## config.mk

```make
export PLATFORM = sky130hd
export DESIGN_NAME = dot_matrix_scan_capture
export DESIGN_NICKNAME = d
export VERILOG_FILES = /design/src/rtl/dot_matrix_pkg.sv /design/src/rtl/scan_frame_buffer.sv /design/src/rtl/dot_matrix_scan_capture.sv
export SDC_FILE = /design/constraint.sdc
export NUM_CORES = 1
export LEC_CHECK = 0
export BUFFER_PORTS_ARGS = -buffer_cell sky130_fd_sc_hd__buf_2
export CAP_MARGIN = 25
export CORE_MARGIN = 2
export CORE_UTILIZATION = 45
export CTS_BUF_LIST = sky130_fd_sc_hd__clkbuf_4 sky130_fd_sc_hd__clkbuf_8 sky130_fd_sc_hd__clkbuf_16
export CTS_CLUSTER_SIZE = 40
export DETAILED_ROUTE_END_ITERATION = 12
export SYNTH_ARGS = -nofsm -noshare
export SYNTH_HDL_FRONTEND = slang
export SYNTH_SLANG_ARGS = --single-unit
```

## constraint.sdc

```tcl
create_clock -name clk -period 32.7 [get_ports clk]
set_input_delay 6.54 -clock clk [delete_from_list [all_inputs] [get_ports clk]]
set_output_delay 6.54 -clock clk [all_outputs]
set_load 0.02 [all_outputs]
```

## src/rtl/dot_matrix_pkg.sv

```systemverilog
// Shared types and constants for the 16x16 dot-matrix scan capture block.
package dot_matrix_pkg;

  localparam int COLS            = 16;
  localparam int ROWS            = 16;
  localparam int CW              = 4;
  localparam int TIMEOUT_DEFAULT = 1024;

  typedef logic [ROWS-1:0] row_t;
  typedef row_t [COLS-1:0] frame_t;

  typedef enum logic [1:0] {
    SYNC    = 2'd0,
    CAPTURE = 2'd1,
    COMMIT  = 2'd2
  } cap_state_t;

  function automatic logic [7:0] sat_inc8(input logic [7:0] v);
    return (v == 8'hFF) ? v : v + 8'd1;
  endfunction

endpackage

```

## src/rtl/scan_frame_buffer.sv

```systemverilog
// Shadow/committed frame double buffer with registered readback.
// SCAN_CAPTURE_DIFF_EN adds a shadow-vs-committed compare output.
module scan_frame_buffer
  import dot_matrix_pkg::*;
(
  input  logic          clk,
  input  logic          rst,
  input  logic          wr_en,
  input  logic [CW-1:0] wr_col,
  input  row_t          wr_rows,
  input  logic          commit,
  input  logic [CW-1:0] rd_col,
`ifdef SCAN_CAPTURE_DIFF_EN
  output logic          frame_diff,
`endif
  output row_t          rd_rows
);

  frame_t shadow_q, shadow_d;
  frame_t committed_q, committed_d;
  row_t   rd_rows_q, rd_rows_d;

  always_comb begin
    shadow_d = shadow_q;
    if (wr_en) begin
      shadow_d[wr_col] = wr_rows;
    end
    committed_d = commit ? shadow_q : committed_q;
    // Read sees the committed image as it was before this edge's commit.
    rd_rows_d = committed_q[rd_col];
  end

  always_ff @(posedge clk or posedge rst) begin
    if (rst) begin
      shadow_q    <= '0;
      committed_q <= '0;
      rd_rows_q   <= '0;
    end else begin
      shadow_q    <= shadow_d;
      committed_q <= committed_d;
      rd_rows_q   <= rd_rows_d;
    end
  end

  assign rd_rows = rd_rows_q;

`ifdef SCAN_CAPTURE_DIFF_EN
  logic [COLS-1:0] col_diff;
  for (genvar gi = 0; gi < COLS; gi++) begin : g_diff
    assign col_diff[gi] = |(shadow_q[gi] ^ committed_q[gi]);
  end
  assign frame_diff = |col_diff;
`endif

endmodule

```

## src/rtl/dot_matrix_scan_capture.sv

```systemverilog
// Rebuilds 16x16 dot-matrix frames from the column scan stream; flags errors and stalls.
// Optional macro SCAN_CAPTURE_DIFF_EN enables frame_changed (frame compare on commit).
module dot_matrix_scan_capture
  import dot_matrix_pkg::*;
#(
  parameter int TIMEOUT = TIMEOUT_DEFAULT
) (
  input  logic            clk,
  input  logic            rst,
  input  logic            scan_valid,
  input  logic [CW-1:0]   scan_cols,
  input  logic [ROWS-1:0] scan_rows,
  input  logic [CW-1:0]   rd_col,
  output logic [ROWS-1:0] rd_rows,
  output logic            frame_done,
  output logic            frame_changed,
  output logic            seq_err,
  output logic            stall,
  output logic            locked,
  output logic [7:0]      frame_count,
  output logic [7:0]      err_count
);

  localparam int            IW        = $clog2(TIMEOUT + 1);
  localparam logic [IW-1:0] TIMEOUT_V = IW'(TIMEOUT);
  localparam logic [CW-1:0] LAST_COL  = CW'(COLS - 1);
  localparam logic [CW-1:0] COL_ONE   = CW'(1);

  cap_state_t    state_q, state_d;
  logic [CW-1:0] expect_q, expect_d;
  logic [IW-1:0] idle_q, idle_d, idle_inc;
  logic          frame_done_q, frame_done_d;
  logic          seq_err_q, seq_err_d;
  logic          stall_q, stall_d;
  logic          locked_q, locked_d;
  logic [7:0]    frame_count_q, frame_count_d;
  logic [7:0]    err_count_q, err_count_d;
  logic          wr_en;
  logic          commit;

  always_comb begin
    state_d       = state_q;
    expect_d      = expect_q;
    idle_d        = '0;
    idle_inc      = idle_q + 1'b1;
    frame_done_d  = 1'b0;
    seq_err_d     = 1'b0;
    stall_d       = 1'b0;
    frame_count_d = frame_count_q;
    err_count_d   = err_count_q;
    wr_en         = 1'b0;
    commit        = 1'b0;

    case (state_q)
      SYNC: begin
        if (scan_valid && scan_cols == '0) begin
          wr_en    = 1'b1;
          expect_d = COL_ONE;
          state_d  = CAPTURE;
        end
      end

      CAPTURE: begin
        if (scan_valid) begin
          if (scan_cols == expect_q) begin
            wr_en = 1'b1;
            if (expect_q == LAST_COL) begin
              state_d  = COMMIT;
              expect_d = '0;
            end else begin
              expect_d = expect_q + 1'b1;
            end
          end else if (scan_cols == expect_q - 1'b1) begin
            // Repeated strobe of the column just taken: latest data wins.
            wr_en = 1'b1;
          end else begin
            seq_err_d   = 1'b1;
            err_count_d = sat_inc8(err_count_q);
            if (scan_cols == '0) begin
              wr_en    = 1'b1;
              expect_d = COL_ONE;
            end else begin
              state_d  = SYNC;
              expect_d = '0;
            end
          end
        end else if (idle_inc == TIMEOUT_V) begin
          stall_d     = 1'b1;
          err_count_d = sat_inc8(err_count_q);
          state_d     = SYNC;
          expect_d    = '0;
        end else begin
          idle_d = idle_inc;
        end
      end

      COMMIT: begin
        commit        = 1'b1;
        frame_done_d  = 1'b1;
        frame_count_d = frame_count_q + 8'd1;
        // A column 0 arriving now is the start of the next frame.
        if (scan_valid && scan_cols == '0) begin
          wr_en    = 1'b1;
          expect_d = COL_ONE;
          state_d  = CAPTURE;
        end else begin
          state_d  = SYNC;
          expect_d = '0;
        end
      end

      default: begin
        state_d  = SYNC;
        expect_d = '0;
      end
    endcase

    locked_d = (state_d == CAPTURE);
  end

  always_ff @(posedge clk or posedge rst) begin
    if (rst) begin
      state_q       <= SYNC;
      expect_q      <= '0;
      idle_q        <= '0;
      frame_done_q  <= 1'b0;
      seq_err_q     <= 1'b0;
      stall_q       <= 1'b0;
      locked_q      <= 1'b0;
      frame_count_q <= '0;
      err_count_q   <= '0;
    end else begin
      state_q       <= state_d;
      expect_q      <= expect_d;
      idle_q        <= idle_d;
      frame_done_q  <= frame_done_d;
      seq_err_q     <= seq_err_d;
      stall_q       <= stall_d;
      locked_q      <= locked_d;
      frame_count_q <= frame_count_d;
      err_count_q   <= err_count_d;
    end
  end

`ifdef SCAN_CAPTURE_DIFF_EN
  logic frame_diff;
  logic frame_changed_q, frame_changed_d;

  assign frame_changed_d = commit & frame_diff;

  always_ff @(posedge clk or posedge rst) begin
    if (rst) begin
      frame_changed_q <= 1'b0;
    end else begin
      frame_changed_q <= frame_changed_d;
    end
  end

  assign frame_changed = frame_changed_q;
`else
  assign frame_changed = 1'b0;
`endif

  scan_frame_buffer u_buf (
    .clk        (clk),
    .rst        (rst),
    .wr_en      (wr_en),
    .wr_col     (scan_cols),
    .wr_rows    (scan_rows),
    .commit     (commit),
    .rd_col     (rd_col),
`ifdef SCAN_CAPTURE_DIFF_EN
    .frame_diff (frame_diff),
`endif
    .rd_rows    (rd_rows)
  );

  assign frame_done  = frame_done_q;
  assign seq_err     = seq_err_q;
  assign stall       = stall_q;
  assign locked      = locked_q;
  assign frame_count = frame_count_q;
  assign err_count   = err_count_q;

endmodule

```

# --- Word-level counts from Yosys, hierarchy flattened ---
# Index checks and enable logic that the tools add are counted.
totals:
  reg_bits: 565
  out_inout_bits: 37
  inputBits: 27
classes:
  n_lt_le_gt_ge: 3
  mux: 45
  reduce_logical: 8
  eq_ne: 13
  addsub: 5
ops:
  columns: ["operator", "count"]
  rows:
  - ["256-bit bitwise mux", 1]
  - ["16-bit binary-select mux with 4-bit select", 1]
  - ["16-bit demux with 4-bit select", 1]
  - ["8-bit two-way mux", 5]
  - ["11-bit two-way mux", 3]
  - ["16-bit two-way mux", 2]
  - ["4-bit two-way mux", 6]
  - ["8-bit by 1-bit adder with 8-bit output, second input constant", 2]
  - ["1-bit two-way mux", 16]
  - ["2-bit two-way mux", 7]
  - ["4-bit one-hot mux with 3 select lines", 1]
  - ["11-bit by 1-bit adder with 11-bit output, second input constant", 1]
  - ["11-bit equality test, second input constant", 1]
  - ["4-bit by 5-bit less-than comparator with 1-bit output, second input constant", 2]
  - ["4-bit equality test", 2]
  - ["8-bit equality test, second input constant", 1]
  - ["2-bit != test, second input constant", 3]
  - ["2-bit one-hot mux with 3 select lines", 1]
  - ["4-bit by 1-bit adder with 4-bit output, second input constant", 1]
  - ["2-bit by 1-bit equality test with 1-bit output, second input constant", 2]
  - ["4-bit equality test, second input constant", 1]
  - ["4-bit by 1-bit >= comparator with 1-bit output, second input constant", 1]
  - ["4-bit zero test", 1]
  - ["4-bit != test, second input constant", 1]
  - ["10 further kinds", 11]

# --- Depth between registers and ports, before layout ---
logic_depth:
  depth_word: 7
  depth_mapped: 10
  ltp_nobuf: 8

# --- By module ---
# From an unflattened synthesis, not the netlist that was laid out.
hier_totals:
  hier_cells: 1462
  hier_area_um2: 23402.4
by_module_without_submodules:
  columns: ["module", "seq_area_each_um2", "cells_per_inst", "instances", "area_per_inst_um2"]
  rows:
  - ["scan_frame_buffer", 13212.7, 1268, 1, 21418.0]
  - ["dot_matrix_scan_capture", 925.9, 194, 1, 1984.4]

# --- Worst setup path before layout ---
# Ideal clock, no wire load.
synth_path:
  path_type: "input to register"
  from: "input scan_cols[1]"
  to: "register u_buf.shadow_q[212] in the netlist's numbering"
  arrival_time_ps: 8610
  path_slack_ps: 23965
  required_time_ps: 32575
  stages: 8
  path_buffers: 2
  setup_time_ps: 125
  cell_sequence: "buf_2 > or4_1 > nor2_1 > o21a_1 > nand4b_1 > nor2_2 > buf_4 > mux2_2"
synth_between:
  elab_chain_len: 6
  elab_cells_between_ends: 16
  cone_classes: "order compare: 2; eq/ne: 2; mux: 9; reduce/logical: 3"
synth_rtl:
  columns: ["element", "line_no", "source"]
  rows:
  - ["start: declaration", "dot_matrix_scan_capture.sv:11", "input logic [CW-1:0] scan_cols,"]
  - ["branches (longest 6 deep; another with 4-bit by 5-bit less-than comparator with 1-bit output)", null, null]
  - ["end signal: assignment", "scan_frame_buffer.sv:39", "shadow_q <= shadow_d;"]
  - ["end: declaration", "scan_frame_buffer.sv:19", "frame_t shadow_q, shadow_d;"]
# Several ways; the timed one is not identified.
# A chain may end at the register's enable or synchronous reset.

# --- Final worst setup path ---
layout_path:
  from: "input scan_cols[2]"
  to: "register u_buf.shadow_q[191] in the netlist's numbering"
# The elaborated chain is that of the path after synthesis.

==> flow_summary_export.csv <==
group,metric,value,unit
sta,worst_pin_slew,1097,ps
power_and_ir_drop,ir_worst_vdd,0.03937,mV
synth,ys_ff_latch,565,
synth,syn_area_per_cell,16.41,um2
floorplan,die-area,53590,um2
clock_network,clkLatencyLatePin,610,ps
sta,rsz0062_at_grt,"no",
synth,synthAdderAreaFrac,0.002686,
global_route,grt_pass1_vias,13110,
drt,via_count,12110,
sta,slew_headroom,0.2688,
synth,synth.top_cell.area_share,0.6071,
finish,fillers,4186,
synth,ys_top_cells_by_area,"dfrtp_1, mux2_2, mux4_2",
power_and_ir_drop,seqPwrFrac,0.487,
clock_network,cts.reportedPaths.clkPinSlew,60,ps
synth,synth_most_common_cell,"dfrtp_1",
drt,drtPass1Iterations,4,
clock_network,cts_made_buffers,58,
sta,finClkSkew,19.19,ps
power_and_ir_drop,switchingPower,0.0003099,W
finish,fin_nets,1512,
floorplan,core_region_area,51200,um2
power_and_ir_drop,power,0.001452,W
clock_network,cts_num_sinks,565,
finish,seqCellArea,14140,um2
worst_setup_path,cp-start-kind,"input pin",
synth,synth_simple_gate_area_frac,0.02552,
floorplan,io_pins,64,
worst_setup_path,critPathSlowestCell,"nor2_2",
power_and_ir_drop,pwr-share-clk,0.481,
place,portBuffers,62,
power_and_ir_drop,power.density,54.92,nW/um2
worst_setup_path,cp.buffers_inverters,2,
synth,synth_warnings,0,
synth,synthesis.nets,1451,
global_route,grt_start_max_net_pins,174,
drt,via_per_inst,5.481,
finish,areaGrowthSynthToFinish,13.53,%
sta,fin_crit,8915,ps
global_route,grt_overflow,0,
sta,fin_crit_sh,0.2726,
worst_setup_path,worstPathCellList,"buf_2, xor2_1, nor4_4, a21o_1, nand4_1, nor2_2, buf_4, mux2_2",
worst_setup_path,cp.required,33190,ps
clock_network,cts_max_level,2,
clock_network,clk_path_buf_depth,3,
synth,async_reset_ff_frac,1.000,
sta,tns,0,ps
run,cap_violations,0,
synth,synth_xor_area_frac,0.01187,
global_route,grt_usage,0.1939,
synth,synth-compound-area-share,0.007683,
sta,fin_hold_ws,471.9,ps
synth,synth_top_family_by_area,"multiplexers",
outcome,status,"finished clean",
synth,yosys-top-cells-count,"dfrtp_1, mux2_2, mux4_2",
worst_setup_path,path_max_fanout,14,
finish,layout-drive-gt1-share,0.5298,
power_and_ir_drop,comb_power_share,0.031,
clock_network,cts_tree,"done",
drt,routed_wl,49560,um
synth,syn_area,23290,um2
power_and_ir_drop,internal-power,0.001142,W
floorplan,die_width,231.5,um
synth,ys.flop_type,"dfrtp_1",
power_and_ir_drop,leakagePower,13.09,nW
floorplan,die_h,231.5,um
synth,seq_area_frac_synth,0.6071,
power_and_ir_drop,p_sw_frac,0.2134,
min_path,hold_path.class,"reg2reg",
global_route,antenna_found_initial,3,
finish,multi_input_area,8746,um2
clock_network,hold_buffers,0,
clock_network,post_cts_buffers,0,
drt,antenna_left,0,
drt,detail_route.iter0.violations,675,
worst_setup_path,crit_type,"in2reg",
worst_setup_path,worstSetupEndpointType,"register",
sta,setup-violations-final,0,
sta,final-hold-violation-count,0,
drt,route.detailed.drc,0,
floorplan,rows,83,
synth,synth_mux_area_frac,0.3272,
sta,max_freq,0.1122,GHz
worst_setup_path,cp_top_family,"simple AND/OR/NAND/NOR gates",
place,gp_congestion,0.7750,
synth,synth_edf_count,0,
global_route,grt_pass1_wl,78900,um
place,hpwlAfterDp,27330,um
clock_network,cts-resized-gates,0,
synth,yosysUniqueCellTypes,53,
drt,wl_per_cell,22.43,um
synth,yosysTopAreaCell,"dfrtp_1",
worst_setup_path,crit_arrival,9400,ps
floorplan,start_util,0.4549,
synth,synthesis.instances,1419,
sta,final_max_slew_viol_count,0,
worst_setup_path,cp_slowest_stage_delay,720,ps
clock_network,clockRootBuffer,"clkbuf_16",
==> area by class of cell <==
type / instances / share of cell area
Sequential cell: 565 / 0.5347
Inverter: 8 / 0.001420
Clock buffer: 81 / 0.06403
Antenna cell: 1 / 0.00009464
Clock inverter: 28 / 0.01396
Timing Repair Buffer: 88 / 0.02281
Multi-Input combinational cell: 759 / 0.3308
Tap cell: 680 / 0.03218
==> path summary, 6_finish.rpt <==
path	startpoint	end	slack, ps	depth (start not counted)
worst min register to register	frame_count[7]$_DFFE_PP0P_	frame_count[7]$_DFFE_PP0P_	470	1
max in group asynchronous	rst	u_buf.shadow_q[206]$_DFFE_PP0P_	23940	7
worst max register to register	state_q[1]$_DFF_PP0_	frame_count[7]$_DFFE_PP0P_	29020	6
worst min-delay path	frame_count[7]$_DFFE_PP0P_	frame_count[7]$_DFFE_PP0P_	470	1
worst max-delay path	scan_cols[2]	u_buf.shadow_q[191]$_DFFE_PP0P_	23780	8
min in group asynchronous	rst	frame_count[2]$_DFFE_PP0P_	6080	2
==> metrics by stage <==
stage	instance area, um2	utilization	instances	worst slack (ps)
after floorplan	23290	-	1419	10360
after global placement	24270	0.4740	2096	22550
after detailed placement	24270	0.4740	2096	22410
after CTS	26330	0.5142	2205	23080
after global routing	26440	0.5164	2209	23530
final	26440	0.5164	2210	23780
==> layer usage <==
metal,track usage,up-vias,share of wire
li1,-,5309,-
met4,0.04617,0,0.019
met1,0.2726,6581,0.46
met5,0,-,0
met2,0.3179,154,0.48
met3,0.03076,70,0.034
==> layout by cell type, fill, tap and decap left out, types with 3 or more instances in the layout <==
| master | instances |
|---|---|
| nand2b_1 | 4 |
| mux4_2 | 80 |
| clkbuf_4 | 12 |
| clkbuf_8 | 11 |
| nand2_2 | 3 |
| buf_4 | 23 |
| nor4_1 | 5 |
| inv_1 | 7 |
| mux2_2 | 514 |
| xor2_1 | 19 |
| ha_1 | 5 |
| and4_1 | 3 |
| nor2_1 | 19 |
| xnor2_1 | 10 |
| nor3_1 | 4 |
| clkinvlp_4 | 4 |
| o21ai_0 | 6 |
| buf_16 | 4 |
| clkinv_2 | 13 |
| nand3_1 | 7 |
| nor2b_1 | 4 |
| buf_2 | 60 |
| clkbuf_16 | 58 |
| nand4_1 | 9 |
| dfrtp_1 | 565 |
| a21oi_1 | 3 |
| mux2i_1 | 3 |
| and3_1 | 4 |
| nand2_1 | 17 |
| nor2_2 | 7 |
| bufinv_16 | 8 |
| or3_1 | 3 |
==> logic make-up (layout without fill, tap and decap cells) <==
kind of cell,count (synthesis),in the layout
simple gates,100,100
other cells,1,2
compound gates,26,26
flops,565,565
mux,597,597
buf+inv,95,205
xor+xnor,30,30
fa+ha+maj,5,5
==> power by group through the flow <==
stage	clock, W	sequential (W)	combinational, W
3_5_place_dp	0	0.000720	0.0000456
5_1_grt	0.000752	0.000708	0.0000511
2_1_floorplan	0	0.000722	0.0000283
4_1_cts	0.000719	0.000708	0.0000457
3_3_place_gp	0	0.000720	0.0000446
6_report	0.000699	0.000708	0.0000453
==> flip-flops by register name, summed over array words and instances, names as in the netlist, 2 cells and up <==
| signal | flops |
|---|---|
| err_count | 8 |
| expect_q | 4 |
| frame_count | 8 |
| idle_q | 11 |
| state_q | 2 |
| u_buf.committed_q | 256 |
| u_buf.rd_rows | 16 |
| u_buf.shadow_q | 256 |
Note: power is estimated with default switching activity, not from simulation.
